## src/rtl/apb_arbiter_master.sv

```systemverilog
// -----------------------------------------------------------------------------
// apb_arbiter_master
//
// Two-requester APB master. Shares one APB completer between two on-chip
// clients using round-robin arbitration, sequences the IDLE/SETUP/ACCESS
// phases, waits on pready with a bounded timeout, and returns read data and
// error status to the requester that was granted.
//
// State table:
//   state  | meaning
//   IDLE   | bus idle; may accept one request (req_ready one-hot, comb)
//   SETUP  | psel=1, penable=0; timeout counter cleared
//   ACCESS | psel=1, penable=1; waiting for pready or timeout
//
// Ports:
//   pclk, presetn              clock (rising edge), async active-low reset
//   req_valid[1:0]             per-requester request, held until accepted
//   req_write[1:0]             per-requester direction (1 = write)
//   req_addr[2*AW-1:0]         packed addresses, requester i at [i*AW +: AW]
//   req_wdata[2*DW-1:0]        packed write data, requester i at [i*DW +: DW]
//   req_ready[1:0]             one-hot accept, combinational in IDLE
//   rsp_valid[1:0]             one-hot one-cycle completion pulse
//   rsp_rdata, rsp_err         response data / error, valid with rsp_valid
//   psel, penable, pwrite,
//   paddr, pwdata              APB request side
//   pready, pslverr, prdata    APB completer status
// -----------------------------------------------------------------------------
module apb_arbiter_master #(
    parameter int AW      = 32,
    parameter int DW      = 32,
    parameter int TIMEOUT = 16
) (
    input  logic              pclk,
    input  logic              presetn,
    input  logic [1:0]        req_valid,
    input  logic [1:0]        req_write,
    input  logic [2*AW-1:0]   req_addr,
    input  logic [2*DW-1:0]   req_wdata,
    output logic [1:0]        req_ready,
    output logic [1:0]        rsp_valid,
    output logic [DW-1:0]     rsp_rdata,
    output logic              rsp_err,
    output logic              psel,
    output logic              penable,
    output logic              pwrite,
    output logic [AW-1:0]     paddr,
    output logic [DW-1:0]     pwdata,
    input  logic              pready,
    input  logic              pslverr,
    input  logic [DW-1:0]     prdata
);

    localparam logic [1:0] IDLE   = 2'd0;
    localparam logic [1:0] SETUP  = 2'd1;
    localparam logic [1:0] ACCESS = 2'd2;

    localparam int             CW       = $clog2(TIMEOUT + 1);
    localparam logic [CW-1:0]  CNT_LAST = CW'(TIMEOUT - 1);
    localparam logic [CW-1:0]  CNT_MAX  = CW'(TIMEOUT);

    logic [1:0]    state_q, state_d;
    logic          last_q, last_d;
    logic          gnt_q, gnt_d;
    logic [CW-1:0] cnt_q, cnt_d;
    logic          pwrite_q, pwrite_d;
    logic [AW-1:0] paddr_q, paddr_d;
    logic [DW-1:0] pwdata_q, pwdata_d;
    logic [1:0]    rsp_valid_q, rsp_valid_d;
    logic [DW-1:0] rsp_rdata_q, rsp_rdata_d;
    logic          rsp_err_q, rsp_err_d;

    logic          gnt_sel;
    logic          any_req;

    // Round-robin pick. With both requesting, the one not granted last wins;
    // with a single requester, that one wins. Value is don't-care when idle.
    always_comb begin
        any_req = |req_valid;
        if (req_valid == 2'b11) begin
            gnt_sel = ~last_q;
        end else begin
            gnt_sel = ~req_valid[0];
        end
    end

    always_comb begin
        req_ready = 2'b00;
        if (state_q == IDLE && any_req) begin
            req_ready[gnt_sel] = 1'b1;
        end
    end

    always_comb begin
        state_d     = state_q;
        last_d      = last_q;
        gnt_d       = gnt_q;
        cnt_d       = cnt_q;
        pwrite_d    = pwrite_q;
        paddr_d     = paddr_q;
        pwdata_d    = pwdata_q;
        rsp_valid_d = 2'b00;
        rsp_rdata_d = rsp_rdata_q;
        rsp_err_d   = rsp_err_q;

        case (state_q)
            IDLE: begin
                if (any_req) begin
                    gnt_d    = gnt_sel;
                    last_d   = gnt_sel;
                    pwrite_d = gnt_sel ? req_write[1] : req_write[0];
                    paddr_d  = gnt_sel ? req_addr[2*AW-1:AW] : req_addr[AW-1:0];
                    pwdata_d = gnt_sel ? req_wdata[2*DW-1:DW] : req_wdata[DW-1:0];
                    state_d  = SETUP;
                end
            end
            SETUP: begin
                cnt_d   = '0;
                state_d = ACCESS;
            end
            ACCESS: begin
                // cnt_q counts ACCESS cycles already spent without pready,
                // so cnt_q == TIMEOUT-1 marks the TIMEOUT-th ACCESS cycle.
                if (cnt_q != CNT_MAX) begin
                    cnt_d = cnt_q + 1'b1;
                end
                if (pready) begin
                    rsp_valid_d[gnt_q] = 1'b1;
                    rsp_err_d          = pslverr;
                    rsp_rdata_d        = pwrite_q ? '0 : prdata;
                    state_d            = IDLE;
                end else if (cnt_q >= CNT_LAST) begin
                    rsp_valid_d[gnt_q] = 1'b1;
                    rsp_err_d          = 1'b1;
                    rsp_rdata_d        = '0;
                    state_d            = IDLE;
                end
            end
            default: begin
                state_d = IDLE;
            end
        endcase
    end

    always_ff @(posedge pclk or negedge presetn) begin
        if (!presetn) begin
            state_q     <= IDLE;
            last_q      <= 1'b1;
            gnt_q       <= 1'b0;
            cnt_q       <= '0;
            pwrite_q    <= 1'b0;
            paddr_q     <= '0;
            pwdata_q    <= '0;
            rsp_valid_q <= 2'b00;
            rsp_rdata_q <= '0;
            rsp_err_q   <= 1'b0;
        end else begin
            state_q     <= state_d;
            last_q      <= last_d;
            gnt_q       <= gnt_d;
            cnt_q       <= cnt_d;
            pwrite_q    <= pwrite_d;
            paddr_q     <= paddr_d;
            pwdata_q    <= pwdata_d;
            rsp_valid_q <= rsp_valid_d;
            rsp_rdata_q <= rsp_rdata_d;
            rsp_err_q   <= rsp_err_d;
        end
    end

    // Bus control decodes straight from the state register so that an
    // asynchronous reset drops psel/penable without waiting for a clock edge.
    assign psel      = (state_q == SETUP) || (state_q == ACCESS);
    assign penable   = (state_q == ACCESS);
    assign pwrite    = pwrite_q;
    assign paddr     = paddr_q;
    assign pwdata    = pwdata_q;
    assign rsp_valid = rsp_valid_q;
    assign rsp_rdata = rsp_rdata_q;
    assign rsp_err   = rsp_err_q;

endmodule

```

## config.mk

```make
export PLATFORM = sky130hd
export DESIGN_NAME = apb_arbiter_master
export DESIGN_NICKNAME = d
export VERILOG_FILES = /design/src/rtl/apb_arbiter_master.sv
export SDC_FILE = /design/constraint.sdc
export NUM_CORES = 1
export LEC_CHECK = 0
export BUFFER_PORTS_ARGS = -buffer_cell sky130_fd_sc_hd__buf_2
export CAP_MARGIN = 0
export CORE_ASPECT_RATIO = 1.4
export CORE_MARGIN = 2
export CORE_UTILIZATION = 40
export CTS_BUF_LIST = sky130_fd_sc_hd__clkbuf_16
export DETAILED_ROUTE_END_ITERATION = 10
export GPL_TIMING_DRIVEN = 0
export PLACE_DENSITY = 0.76
export SETUP_SLACK_MARGIN = 0.2
export SLEW_MARGIN = 0
export SYNTH_ARGS = -nofsm -noshare
export SYNTH_HDL_FRONTEND = slang
export SYNTH_SLANG_ARGS = --single-unit
```

## constraint.sdc

```tcl
create_clock -name pclk -period 2 [get_ports pclk]
set_input_delay 0.5 -clock pclk [delete_from_list [all_inputs] [get_ports pclk]]
set_output_delay 0.5 -clock pclk [all_outputs]
set_load 0.02 [all_outputs]
```

Yosys cells after proc, flatten, opt, wreduce, memory -nomap -nowiden

Cells that the tools add are included.

Bitwise logic cells: 2
$lt $le $gt $ge: 5
Add/subtract/negate cells: 1
Reduce and logical (&&, ||, !) cells: 12
Equality and inequality tests: 7
Muxes and demuxes: 23

Operators by type and width:

| kind                                                       | number |
|---|---|
| two-way mux 32 bit                                         | 5 |
| two-way mux 2 bit                                          | 7 |
| one-hot mux 5 bit (2 select lines)                         | 1 |
| AND reduction 2 bit                                        | 4 |
| two-way mux 1 bit                                          | 6 |
| one-hot mux 2 bit (3 select lines)                         | 1 |
| adder 5 x 1 -> 5 bit, second input constant                | 1 |
| >= comparator 5 x 4 -> 1 bit, second input constant        | 1 |
| two-way mux 5 bit                                          | 1 |
| != test 5 bit, second input constant                       | 1 |
| == test 2 bit, second input constant                       | 2 |
| less-than comparator 1 x 2 -> 1 bit, second input constant | 2 |
| nonzero test 2 bit                                         | 2 |
| logical AND 1 bit                                          | 3 |
| != test 3 x 1 -> 1 bit, second input constant              | 1 |
| demux 1 bit (select 1 bit)                                 | 2 |
| == test 2 x 1 -> 1 bit, second input constant              | 1 |
| >= comparator 1 bit, second input constant                 | 2 |
| logical NOT 2 bit                                          | 1 |
| != test 2 x 1 -> 1 bit, second input constant              | 1 |
| != test 2 bit, second input constant                       | 1 |
| inverter 1 bit                                             | 2 |
| OR reduction 2 bit                                         | 1 |
| logical OR 1 bit                                           | 1 |

Bits of input ports: 168
Output and inout bits: 104
Flip-flop bits (word level): 109
Word-level logic and storage cells: 60

Depth between registers and ports, before layout

Depth in word-level cells: 7
Gate-level depth with buffers: 7

Worst setup path after synthesis

No wires, ideal clock.

Kind: register to register
Start point: reg cnt_q[0]
End point: reg state_q[1]
Path slack: 0.118 ns
Data arrival time: 1.754 ns
Data required time: 1.873 ns
Cell stages (with the launch flop): 7
Buffers on the path: 0
Cell sequence: dfrtp_1 > ha_1 > and3_1 > ha_1 > nor4b_2 > a22o_1 > mux2_1

Longest elaborated chain between the ends: 3

Ends and longest elaborated chain:

| what                             | RTL line | RTL |
|---|---|---|
| start, declared                  | 64       | `logic [CW-1:0] cnt_q, cnt_d;` |
| start signal, assigned           | 160      | `cnt_q <= cnt_d;` |
| >= comparator 5 x 4 -> 1 bit     | 131      | `end else if (cnt_q >= CNT_LAST) begin` |
| != test 3 x 1 -> 1 bit (no line) | n/a      |  |
| AND reduction 2 bit (no line)    | n/a      |  |
| end signal, assigned             | 157      | `state_q <= state_d;` |
| end, declared                    | 61       | `logic [1:0] state_q, state_d;` |

No other way between the ends.
A chain may end at the register's enable or synchronous reset.

Worst setup path in the final report

Start point: reg state_q[1]
End point: out req_ready[0]

Longest elaborated chain between the ends: 3

Ends and longest elaborated chain:

| what              | RTL line | RTL |
|---|---|---|
| logical NOT 2 bit | 88       | `if (state_q == IDLE && any_req) begin` |
| logical AND 1 bit | 88       |  |
| two-way mux 2 bit | 88       |  |
| end, declared     | 39       | `output logic [1:0] req_ready,` |

No other way between the ends.

==> impl_metrics.yaml <==
placement:
  dp_slack_ns: -0.112
  gp_congestion: 0.862
  post-place-cells: 839
  dpl.hpwl_mm: 11.5
  dpl_cell_area_um2: 6500
  place.port_buffers: 270
global_routing:
  grt_busiest_layer: "met2"
  antenna_found_initial: 0
  grt_pass1_wl_mm: 23.6
  grt_max_degree: 62
  use_met2_pct: 40.7
  grt_use_met1_pct: 26.8
  grt_use_total_pct: 22.6
  met3_usage_pct: 3.73
  grt_overflow: 0
  grt_pass1_vias: 4749
status:
  status: "complete, no violations"
floorplanning:
  core.rowCount: 47
  ioPinCount: 272
  start_util_pct: 41.3
  core-area_um2: 11900
  die_area_um2: 13200
  die_h_um: 135
  fp.dieW_um: 97.6
finish:
  mostFrequentLayoutCells: "buf_2, dfrtp_1, a221o_1, inv_1, and2_0"
  fin_area_um2: 7010
  antenna-diode-count: 0
  layout-drive-gt1-share_pct: 47.2
  final_cells: 870
  final_util_pct: 59.0
  final_common_cell: "buf_2"
  fin_nets: 892
  area_growth_pct: 42.9
clocking:
  ctsRootBufferMaster: "clkbuf_16"
  cts_sinks: 109
  clk_path_buf_depth: 2
  clock_latency_ns: 0.34
  htreeDepth: 3
  tritoncts.num_buffers: 9
  cts_tree: "built"
  path_clk_slew_ns: 0.07
route:
  dr_total_vias: 4619
  drtAntennaViolNets: 0
  drt-total-wl_mm: 15.1
  via_per_inst: 5.31
  drtIter0Drc: 188
  post_drt_wl_per_cell_um: 17.4
  drc: 0
  drtPass1Iterations: 6
setup_path:
  cp_top_family: "flip-flops"
  max_stage_delay_ns: 0.40
  required_ns: 1.50
  crit_chain: "inv_2 > ha_4 > nand2_2 > a21oi_2 > buf_4 > buf_6"
  critPathMaxFanout: 4
  cp_slowest_cell: "dfrtp_1"
  end_kind: "output port"
  path_class: "reg -> out"
  cp_num_buf_inv: 3
  cp-start-kind: "flop"
  crit_arrival_ns: 1.45
power:
  power_mw: 10.9
  p_leak_nw: 3.61
  ir_drop_v: 0.000725
  p_per_area_nw_per_um2: 1560
sta:
  drv_slew: 0
  max_freq_mhz: 512
  fin_worst_skew_ns: 0.00862
  relSlewSlack_pct: 57.2
  worst_pin_slew_ns: 0.642
  setup_viol: 0
  rsz0062_at_grt: "yes"
  period_needed_ns: 1.95
  setup_slack_ns: 0.0462
  timing.final.crit_share_pct: 97.7
  hold_violations: 0
min_path:
  hold_path.class: "in -> async"
yosys:
  ys_types: 38
  syn-instance-count: 421
  syn_area_um2: 4900
  synth_top_area_cell: "dfrtp_1"
  synth-seq-cells: 109
  synth_ff_type: "dfrtp_1"
  synthArstFlopShare_pct: 100
  yosysWarnings: 0
  yosysTopAreaCellShare_pct: 55.1
  synth_fp_nets: 595
  synth_area_per_cell_um2: 11.6
  synth_edf_count: 0
  yosysSeqAreaShare_pct: 55.7
  ys_top_cells_by_area: "dfrtp_1, a221o_1, nand4b_1"
job:
  maxCapViolations: 0
## timing repair
item	in CTS	in global routing
setup buffers	12	3
pin swaps	5	1
setup endpoints to repair	70	54
hold buffers	0	0
resized for setup	20	23
## power by group
group	switching, mW	internal (mW)
clock	0.785	0.839
sequential	0.559	3.19
combinational	3.15	2.41
total	4.49	6.43
## per-layer routing
metal | vias up | share of wire [%]
met1 | 2229 | 38
met4 | 0 | 3.2
met3 | 34 | 6.0
met2 | 227 | 52
met5 | - | 0
li1 | 2129 | -
## state kept, by name (all words and copies together), names as in the netlist, 2 cells and up
signal and flops:
rsp_rdata 32, rsp_valid 2, cnt_q 5, state_q 2, paddr 32, pwdata 32
## final timing paths
kind,from,end,slack [ns],cells past startpoint
worst max-delay path,state_q[1]$_DFFE_PN0P_,req_ready[0],0.05,6
worst min-delay path,presetn,rsp_rdata[29]$_DFFE_PN0P_,0.17,1
worst max register to register,cnt_q[1]$_DFFE_PN0P_,state_q[1]$_DFFE_PN0P_,0.22,6
worst min register to register,gnt_q$_DFFE_PN0P_,rsp_valid[0]$_DFF_PN0_,0.44,1
max in group asynchronous,presetn,last_q$_DFFE_PN1P_,1.06,2
min in group pclk,req_addr[43],paddr[11]$_DFFE_PN0P_,0.38,2
## synthesized netlist by cell type, types with 2 or more instances
library cell  count
a21o_1            4
inv_1            39
buf_4             6
mux2i_1           3
a221o_1          65
nand2_1           7
clkbuf_1         14
buf_2             8
and2_1           28
nand4b_1         32
nand3_1           3
ha_1              6
and2_0           38
o21ai_1           2
a21oi_1           2
o21ai_0          31
dfrtp_1         108
clkbuf_2          3
buf_6             3
## kinds of logic after synthesis
logic type      count (synthesis)  synth area share, %
buf+inv                        74                 6.87
fa+ha+maj                       6                 1.53
simple gates                  118                 16.5
compound gates                109                 18.4
xor+xnor                        1                0.179
flops                         109                 55.7
mux                             4                0.842
## stage by stage
| step | setup TNS (ns) | hold slack, ns |
|---|---|---|
| after floorplan | 0 | 0.204 |
| after global placement | -75.05 | 0.431 |
| after detailed placement | -0.161 | 0.438 |
| after CTS | 0 | 0.191 |
| after global routing | -0.0144 | 0.220 |
| final | 0 | 0.175 |
## cell type report
class / count / area (um^2)
Fill cell: 1020 / 4870
Clock inverter: 7 / 43.8
Timing Repair Buffer: 286 / 1520
Tap cell: 147 / 184
Clock buffer: 9 / 225
Multi-Input combinational cell: 238 / 1910
Inverter: 39 / 146
Buffer: 35 / 244
Sequential cell: 109 / 2730
Note: power is estimated with default switching activity, not from simulation.
